<file path="src/rtl/alu_mdu_control.sv">
// ALU control decode plus iterative multiply/divide unit with HI/LO.
// Stall handshake holds the pipeline while the MDU is not idle.
module alu_mdu_control #(
  parameter int WIDTH  = 32,
  parameter int CTRL_W = 3
) (
  input  logic              clk,
  input  logic              rst,
  input  logic [1:0]        alu_op,
  input  logic [5:0]        funct,
  input  logic              instr_valid,
  input  logic [WIDTH-1:0]  src_a,
  input  logic [WIDTH-1:0]  src_b,
  output logic [CTRL_W-1:0] alu_control,
  output logic [WIDTH-1:0]  mdu_result,
  output logic              mdu_sel,
  output logic              stall,
  output logic              busy,
  output logic              done,
  output logic              illegal,
  output logic [WIDTH-1:0]  hi,
  output logic [WIDTH-1:0]  lo
);

  localparam int CW = $clog2(WIDTH);

  localparam logic [5:0] F_ADD   = 6'b100000;
  localparam logic [5:0] F_SUB   = 6'b100010;
  localparam logic [5:0] F_SLT   = 6'b101010;
  localparam logic [5:0] F_MUL   = 6'b011100;
  localparam logic [5:0] F_AND   = 6'b100100;
  localparam logic [5:0] F_OR    = 6'b100101;
  localparam logic [5:0] F_MULT  = 6'b011000;
  localparam logic [5:0] F_MULTU = 6'b011001;
  localparam logic [5:0] F_DIV   = 6'b011010;
  localparam logic [5:0] F_DIVU  = 6'b011011;
  localparam logic [5:0] F_MFHI  = 6'b010000;
  localparam logic [5:0] F_MTHI  = 6'b010001;
  localparam logic [5:0] F_MFLO  = 6'b010010;
  localparam logic [5:0] F_MTLO  = 6'b010011;

  typedef enum logic [1:0] {
    IDLE = 2'd0,
    RUN  = 2'd1,
    FIN  = 2'd2
  } state_t;

  state_t state, state_n;

  logic       rtype;
  logic [2:0] ctl;
  logic       legal;
  logic       md_start;
  logic       md_any;
  logic       is_mfhi;
  logic       is_mflo;
  logic       is_mthi;
  logic       is_mtlo;

  assign rtype = (alu_op == 2'b10);

  always_comb begin
    ctl      = 3'b010;
    legal    = 1'b1;
    md_start = 1'b0;
    md_any   = 1'b0;
    is_mfhi  = 1'b0;
    is_mflo  = 1'b0;
    is_mthi  = 1'b0;
    is_mtlo  = 1'b0;
    unique case (1'b1)
      (alu_op == 2'b01): ctl = 3'b100;
      rtype: begin
        case (funct)
          F_ADD: ctl = 3'b010;
          F_SUB: ctl = 3'b100;
          F_SLT: ctl = 3'b110;
          F_MUL: ctl = 3'b101;
          F_AND: ctl = 3'b000;
          F_OR:  ctl = 3'b001;
          F_MULT, F_MULTU, F_DIV, F_DIVU: begin
            md_start = 1'b1;
            md_any   = 1'b1;
          end
          F_MFHI: begin
            is_mfhi = 1'b1;
            md_any  = 1'b1;
          end
          F_MFLO: begin
            is_mflo = 1'b1;
            md_any  = 1'b1;
          end
          F_MTHI: begin
            is_mthi = 1'b1;
            md_any  = 1'b1;
          end
          F_MTLO: begin
            is_mtlo = 1'b1;
            md_any  = 1'b1;
          end
          default: legal = 1'b0;
        endcase
      end
      default: ctl = 3'b010;
    endcase
  end

  logic start;

  assign alu_control = CTRL_W'(ctl);
  assign start       = instr_valid & md_start & (state == IDLE);
  assign stall       = instr_valid & (state != IDLE) & md_any;
  assign mdu_sel     = is_mfhi | is_mflo;
  assign mdu_result  = is_mfhi ? hi : (is_mflo ? lo : '0);

  // Signed ops iterate on magnitudes; signs are restored at the end.
  logic             sgn;
  logic             a_neg;
  logic             b_neg;
  logic [WIDTH-1:0] mag_a;
  logic [WIDTH-1:0] mag_b;

  assign sgn   = ~funct[0];
  assign a_neg = sgn & src_a[WIDTH-1];
  assign b_neg = sgn & src_b[WIDTH-1];
  assign mag_a = a_neg ? -src_a : src_a;
  assign mag_b = b_neg ? -src_b : src_b;

  logic [WIDTH-1:0] w_hi;
  logic [WIDTH-1:0] w_lo;
  logic [WIDTH-1:0] op_b;
  logic [CW-1:0]    cnt;
  logic             is_div;
  logic             neg_q;
  logic             neg_r;
  logic             dz;

  logic [WIDTH:0]       sum;
  logic [WIDTH:0]       sh;
  logic [1:0]           brw;
  logic [WIDTH-1:0]     dif;
  logic                 ge;
  logic [WIDTH-1:0]     n_hi;
  logic [WIDTH-1:0]     n_lo;
  logic [2*WIDTH-1:0]   prod;
  logic [2*WIDTH-1:0]   prod_c;
  logic [WIDTH-1:0]     q_c;
  logic [WIDTH-1:0]     r_c;
  logic                 last;

  always_comb begin
    sum = {1'b0, w_hi} + (w_lo[0] ? {1'b0, op_b} : '0);
    sh  = {w_hi, w_lo[WIDTH-1]};
    {brw, dif} = {1'b0, sh} - {2'b00, op_b};
    ge  = (brw == 2'b00);
    if (is_div) begin
      n_hi = ge ? dif : sh[WIDTH-1:0];
      n_lo = {w_lo[WIDTH-2:0], ge};
    end else begin
      n_hi = sum[WIDTH:1];
      n_lo = {sum[0], w_lo[WIDTH-1:1]};
    end
    prod   = {n_hi, n_lo};
    prod_c = neg_q ? -prod : prod;
    q_c    = dz ? '1 : (neg_q ? -n_lo : n_lo);
    r_c    = neg_r ? -n_hi : n_hi;
  end

  assign last = (cnt == CW'(WIDTH - 1));

  always_ff @(posedge clk or posedge rst) begin
    if (rst) state <= IDLE;
    else     state <= state_n;
  end

  always_comb begin
    state_n = state;
    unique case (state)
      IDLE:    if (start) state_n = RUN;
      RUN:     if (last) state_n = FIN;
      FIN:     state_n = IDLE;
      default: state_n = IDLE;
    endcase
  end

  always_comb begin
    busy = (state == RUN);
    done = (state == FIN);
  end

  always_ff @(posedge clk or posedge rst) begin
    if (rst) begin
      w_hi   <= '0;
      w_lo   <= '0;
      op_b   <= '0;
      cnt    <= '0;
      is_div <= 1'b0;
      neg_q  <= 1'b0;
      neg_r  <= 1'b0;
      dz     <= 1'b0;
      hi     <= '0;
      lo     <= '0;
    end else if (start) begin
      is_div <= funct[1];
      neg_q  <= a_neg ^ b_neg;
      neg_r  <= funct[1] & a_neg;
      dz     <= funct[1] & (src_b == '0);
      w_hi   <= '0;
      w_lo   <= funct[1] ? mag_a : mag_b;
      op_b   <= funct[1] ? mag_b : mag_a;
      cnt    <= '0;
    end else if (state == RUN) begin
      w_hi <= n_hi;
      w_lo <= n_lo;
      cnt  <= cnt + CW'(1);
      // Final step lands corrected results so FIN already shows them.
      if (last) begin
        if (is_div) begin
          hi <= r_c;
          lo <= q_c;
        end else begin
          {hi, lo} <= prod_c;
        end
      end
    end else if (state == IDLE && instr_valid) begin
      if (is_mthi) hi <= src_a;
      if (is_mtlo) lo <= src_a;
    end
  end

  always_ff @(posedge clk or posedge rst) begin
    if (rst) illegal <= 1'b0;
    else     illegal <= instr_valid & rtype & ~legal;
  end

endmodule
</file>
<file path="config.mk">
export PLATFORM = sky130hd
export DESIGN_NAME = alu_mdu_control
export DESIGN_NICKNAME = d
export VERILOG_FILES = /design/src/rtl/alu_mdu_control.sv
export SDC_FILE = /design/constraint.sdc
export NUM_CORES = 1
export LEC_CHECK = 0
export ABC_CLOCK_PERIOD_IN_PS = 8200
export CORE_MARGIN = 3
export CORE_UTILIZATION = 59
export CTS_CLUSTER_DIAMETER = 40
export CTS_CLUSTER_SIZE = 12
export DETAILED_ROUTE_END_ITERATION = 8
export GPL_TIMING_DRIVEN = 0
export HOLD_SLACK_MARGIN = 0.15
export PLACE_DENSITY = 0.83
export SLEW_MARGIN = 20
export SYNTH_ARGS = -nofsm -noshare
export SYNTH_HDL_FRONTEND = slang
export SYNTH_SLANG_ARGS = --single-unit
</file>
<file path="constraint.sdc">
create_clock -name clk -period 8.2 [get_ports clk]
set_input_delay 2.05 -clock clk [delete_from_list [all_inputs] [get_ports clk]]
set_output_delay 2.05 -clock clk [all_outputs]
set_load 0.02 [all_outputs]
</file>
======== Word-level counts from Yosys, hierarchy flattened ========
Index checks and enable logic that the tools add are counted.
cells by class
  bitwise logic cells ..................... 15
  mux-type cells .......................... 49
  $add $sub $neg .......................... 8
  reductions and logical operators ........ 15
  equal/unequal tests ..................... 21
operators with widths
  kind                                                                    number
  32-bit two-way mux                                                      27
  32-bit negation                                                         4
  64-bit two-way mux                                                      1
  64-bit negation                                                         1
  6-bit by 5-bit equality test with 1-bit output (second input constant)  9
  33-bit by 32-bit subtractor with 34-bit output                          1
  32-bit by 32-bit adder with 33-bit output                               1
  32-bit zero test                                                        1
  6-bit equality test (second input constant)                             5
  3-bit one-hot mux with 5 select lines                                   1
  1-bit two-way mux                                                       14
  14-bit OR reduction                                                     1
  1-bit bitwise AND                                                       10
  5-bit two-way mux                                                       2
  2-bit nonzero test                                                      5
  4-bit AND reduction                                                     2
  8-bit OR reduction                                                      1
  3-bit one-hot mux with 2 select lines                                   1
  5-bit by 1-bit adder with 5-bit output (second input constant)          1
  5-bit equality test (second input constant)                             1
  2-bit by 1-bit equality test with 1-bit output (second input constant)  2
  2-bit equality test (second input constant)                             2
  2-bit zero test                                                         2
  2-bit two-way mux                                                       2
  other kinds (9)                                                         11
word-level totals
  input port bits ......................... 75
  logic and storage cells ................. 120
  register bits ........................... 172
  output and inout bits ................... 104

======== Logic depth before layout (Yosys ltp) ========
  word-level depth ........................ 9
  mapped depth ............................ 25
  depth with buffers taken out ............ 24

======== Worst setup path before layout ========
No wires, ideal clock.
  path kind ............................... input to output
  from .................................... input port funct[1]
  to ...................................... output port mdu_result[21]
  path buffers ............................ 4
  data required time ...................... 6150 ps
  data arrival time ....................... 3726 ps
  stages .................................. 6
  setup slack ............................. 2424 ps
  path through ............................ clkbuf_1 clkbuf_1 clkbuf_1 buf_1 mux2i_1 nor2_1
on the way
  cells in the longest elaborated chain, start to end .. 5
  elaborated cells on any way between the ends .. 8
  those cells by class .................... 2 x eq/ne; 6 x mux
ends and longest elaborated chain
  what                                            line  source
  start, declared                                 10    input logic [5:0] funct,
  6-bit by 5-bit equality test with 1-bit output  74    case (funct)
  1-bit two-way mux                               74
  1-bit two-way mux                               71    unique case (1'b1)
  32-bit two-way mux                              114   assign mdu_result = is_mfhi ? hi : (is_mflo ? lo : '0);
  32-bit two-way mux (*)                          114
  end, declared                                   15    output logic [WIDTH-1:0] mdu_result,
Every way passes the cells marked *; elsewhere a longest branch is shown, timed or not.

======== Worst setup path in the final report ========
  from .................................... register is_div
  to ...................................... register hi[30]
on the way
  cells in the longest elaborated chain, start to end .. 6
  elaborated cells on any way between the ends .. 9
  those cells by class .................... 2 x add/sub; 7 x mux
ends and longest elaborated chain
  what                                                      line      source
  start, declared                                           133       logic is_div;
  start signal, assigned                                    204       is_div <= funct[1];
  32-bit two-way mux                                        156       if (is_div) begin
  64-bit negation or 32-bit negation (tied branches)        164, 166
  64-bit two-way mux or 32-bit two-way mux (tied branches)  164, 166
  32-bit two-way mux (*)                                    218       if (is_div) begin
  32-bit two-way mux (*)                                    217       if (last) begin
  32-bit two-way mux (*)                                    212       end else if (state == RUN) begin
  end signal, assigned                                      219       hi <= r_c;
  end signal, assigned                                      222       {hi, lo} <= prod_c;
  end signal, assigned                                      226       if (is_mthi) hi <= src_a;
  end, declared                                             21        output logic [WIDTH-1:0] hi,
Every way passes the cells marked *; elsewhere a longest branch is shown, timed or not. The select of a mux whose other input is x is not followed.
A chain may end at the register's enable or synchronous reset.

==> qor.txt <==
DR vias = 19010
clock latency on the worst-skew pair = 0.46 ns
register area = 4304 sq um
# rows = 60
layout net count = 2553
Tmin final = 8.112 ns
Syn Nets = 2358
Reg clk slew, reported paths = 0.09 ns
Die H = 172.8 um
IO Count = 179
final-layout fill cell count = 2258
WL/cell = 24.70 um
Int Power = 2.821 mW
Port-buffer cells = 175
CP Max Fanout = 10
GRT Resource Usage Total = 44.33%
combinational power share = 62.5%
CTS tree = done
Hold Path Class = register to register
CP Class = register to register
Core Area = 27180 sq um
Mapped Cells = 2209
H-tree Lvls = 4
relative slew slack = 15.23%
final routed DRC violation total = 0
Pwr Density = 314.3 nW/um^2
Worst R2R Path Depth = 25
global-route wire length before repair = 103.5 mm
multi-input logic area = 11260 sq um
Yosys top cell by area = dfrtp_1
total die area = 29850 sq um
Psw = 3.243 mW
largest net degree at the start of global routing = 109
DIE WIDTH = 172.8 um
Hold Startpoint = lo[14]$_DFFE_PP0P_
Net Sw Frac = 53.48%
post-route ant nets = 0
sequential power share = 22.9%
Initial Util = 60.38%
fraction of the cycle the final worst path needs = 98.93%
Final Hold Viols = 0
HPWL after DPL = 55.13 mm
RSZ-0062 raised after global routing = no
max-slew violations = 0
Critical Path AT = 8.43 ns
CTS Buf Count = 17
n_diodes = 0
clock share of power = 14.6%
Worst-Margin Slew = 1.266 ns
share of cells above drive strength 1 = 4.261%
Post-synth EDFFs = 0
Core Util, Final = 71.01%
share of the synthesized area in the top cell type = 26.23%
fin worst setup slack = 0.08752 ns
Worst Setup SP = is_div$_DFFE_PP0P_
library cells used by synthesis = 104
Max-Cap Viols = 0
Reg2Reg Setup Slack = 0.09 ns
Vias/cell = 6.815
antenna violations before repair = 0
Worst EP required = 8.52 ns
clk buf depth = 2
area of the mapped netlist = 16410 sq um
vias in the first global route = 17690
Fmax = 123.3 MHz
ys flop type = dfrtp_1
Synth Register Bits = 172
ranking of synthesized cells by area = dfrtp_1 (26%), o21ai_0 (7.5%), nand2_1 (6.7%)
total setup buffers inserted after CTS = 0
Final Wtd Congestion = 1.087
CTS Root Cell = clkbuf_16
Critical Path Sink = hi[30]$_DFFE_PP0P_
register area share after synthesis = 26.23%
Post-Place Worst Slack = 0.3616 ns
Pre-antenna DRT Iters = 9
endpoint class of the critical path = register
Clock Sinks = 172
YS warnings = 0
drt initial violations = 3016
LEAKAGE = 7.813 nW
Synth Area per Inst = 7.428 sq um
Total Power = 6.064 mW
final wirelength = 68.88 mm
CP Launch Type = register
status = completed
Synth async-reset ratio = 100.0%
worst vdd ir = 0.1943 mV
area delta synth->final = 17.61%
RR Startpoint = is_div$_DFFE_PP0P_
aggregate global routing overflow = 0
Worst Skew = 0.02298 ns
reg2reg end = hi[30]$_DFFE_PP0P_
final setup violating endpoints = 0
==> cell families after synthesis <==
family | Yosys count | synth area share, %
XOR/XNOR | 160 | 8.540
AO/OA/AOI/OAI | 697 | 26.01
multiplexers | 79 | 4.842
buffers and inverters | 215 | 5.162
adder cells (fa/ha/maj) | 74 | 5.734
flip-flops | 172 | 26.23
AND/OR/NAND/NOR | 812 | 23.48
==> what timing repair did <==
action	4_1_cts	5_1_grt
gates resized for setup	0	2
endpoints found under the setup margin	0	6
hold buffers	0	0
==> power groups by stage <==
stage                     Combinational, mW  Sequential [mW]  Clock, mW
after floorplan                        2.51             1.27          0
after global placement                 3.53             1.36          0
after detailed placement               3.60             1.37          0
after CTS                              3.62             1.35      0.875
after global routing                   4.04             1.39      0.906
final                                  3.79             1.39      0.888
==> metrics by stage <==
step                      cell area [sq um]  TNS (ns)  hold WS [ns]  instances
after global routing                  19300         0        0.5480       2789
after CTS                             19300         0        0.5166       2789
after detailed placement              18660         0        0.5000       2757
final                                 19300         0        0.5148       2789
after floorplan                       16410         0        0.4489       2209
after global placement                18630    -91.25        0.4891       2756
==> worst min path at each step <==
stage	to	slack (ns)	cells after the start
2_1_floorplan	dz$_DFFE_PP0P_	0.45	2
3_3_place_gp	lo[10]$_DFFE_PP0P_	0.49	2
3_5_place_dp	lo[14]$_DFFE_PP0P_	0.50	2
4_1_cts	lo[14]$_DFFE_PP0P_	0.52	2
5_1_grt	cnt[2]$_DFFE_PP0P_	0.55	1
6_report	lo[14]$_DFFE_PP0P_	0.51	2
==> worst max-delay path: stages (launching register included) <==
cell      delay [ns]
dfrtp_1         0.32
clkbuf_1        0.36
buf_2           0.37
buf_2           0.31
buf_2           0.42
buf_2           0.36
buf_2           0.33
buf_2           0.34
buf_2           0.42
buf_1           0.65
clkbuf_2        0.46
mux2i_1         0.39
ha_1            0.28
o21ai_0         0.10
or2_2           0.34
nor2_1          0.17
nand4_1         0.11
or3_1           0.45
and2_1          0.19
clkbuf_1        0.21
and3b_1         0.30
nand4b_1        0.27
nor2_1          0.28
a21oi_1         0.11
xor2_1          0.28
a21oi_1         0.12
==> synthesized netlist by cell type (34+ instances only) <==
cell type,instances
dfrtp_1,172
nand2_1,294
xor2_1,81
and2_1,50
ha_1,72
nor3_1,49
o22ai_1,34
o211ai_1,44
inv_1,77
mux2i_1,76
o21ai_0,247
xnor2_1,79
a21oi_1,184
clkbuf_1,107
nand3_1,72
nor2_1,198
==> state kept, by name, summed over array words and instances (netlist names) <==
name,cells
hi,32
lo,32
op_b,32
w_hi,32
w_lo,32
cnt,5
state,2
dz,1
illegal,1
is_div,1
neg_q,1
neg_r,1
==> layer usage <==
layer | vias to the layer above | wire length [um] | global-route usage [%] | share of wire, %
met5 | - | 0 | 0 | 0
met4 | 0 | 3794 | 20.34 | 5.5
li1 | 8293 | - | - | -
met2 | 1598 | 27750 | 63.46 | 40
met3 | 308 | 10790 | 16.45 | 16
met1 | 8807 | 26540 | 59.70 | 39
==> cell type report <==
class	instances	share of cell area (%)
well taps	372	2.412
flip-flops and latches	172	22.30
clock inverters	15	1.089
multi-input cells	1822	58.33
inverters	78	1.556
repair buffers	176	9.220
plain buffers	137	2.879
clock buffers	17	2.204
==> cells in the final DEF, fill, tap and decap left out, drive strengths merged, types with 5 or more instances in the layout <==
cell type | Yosys | final
nor2b | 18 | 18
o31ai | 22 | 22
a211oi | 7 | 7
nor4 | 6 | 6
nand2b | 15 | 15
a21oi | 185 | 185
mux2i | 76 | 76
ha | 72 | 72
a21o | 27 | 27
clkbuf | 108 | 125
nor3 | 50 | 50
o21ai | 259 | 259
a221oi | 8 | 8
buf | 29 | 30
inv | 77 | 87
o21a | 13 | 13
and2 | 51 | 51
xor2 | 81 | 81
xnor2 | 79 | 79
o211ai | 45 | 45
nor2 | 199 | 199
a311oi | 5 | 5
a2111oi | 7 | 7
a31oi | 23 | 23
or2 | 10 | 10
a21boi | 5 | 5
nand3 | 74 | 74
dfrtp | 172 | 172
nand4 | 17 | 17
o41ai | 7 | 7
clkdlybuf4s50 | 0 | 175
clkinv | 1 | 5
nand4b | 7 | 7
o21bai | 7 | 7
and3 | 22 | 22
or4 | 7 | 7
or3 | 23 | 23
o22ai | 36 | 36
nand2 | 295 | 295
No activity file was read; power rests on OpenSTA's default activity.
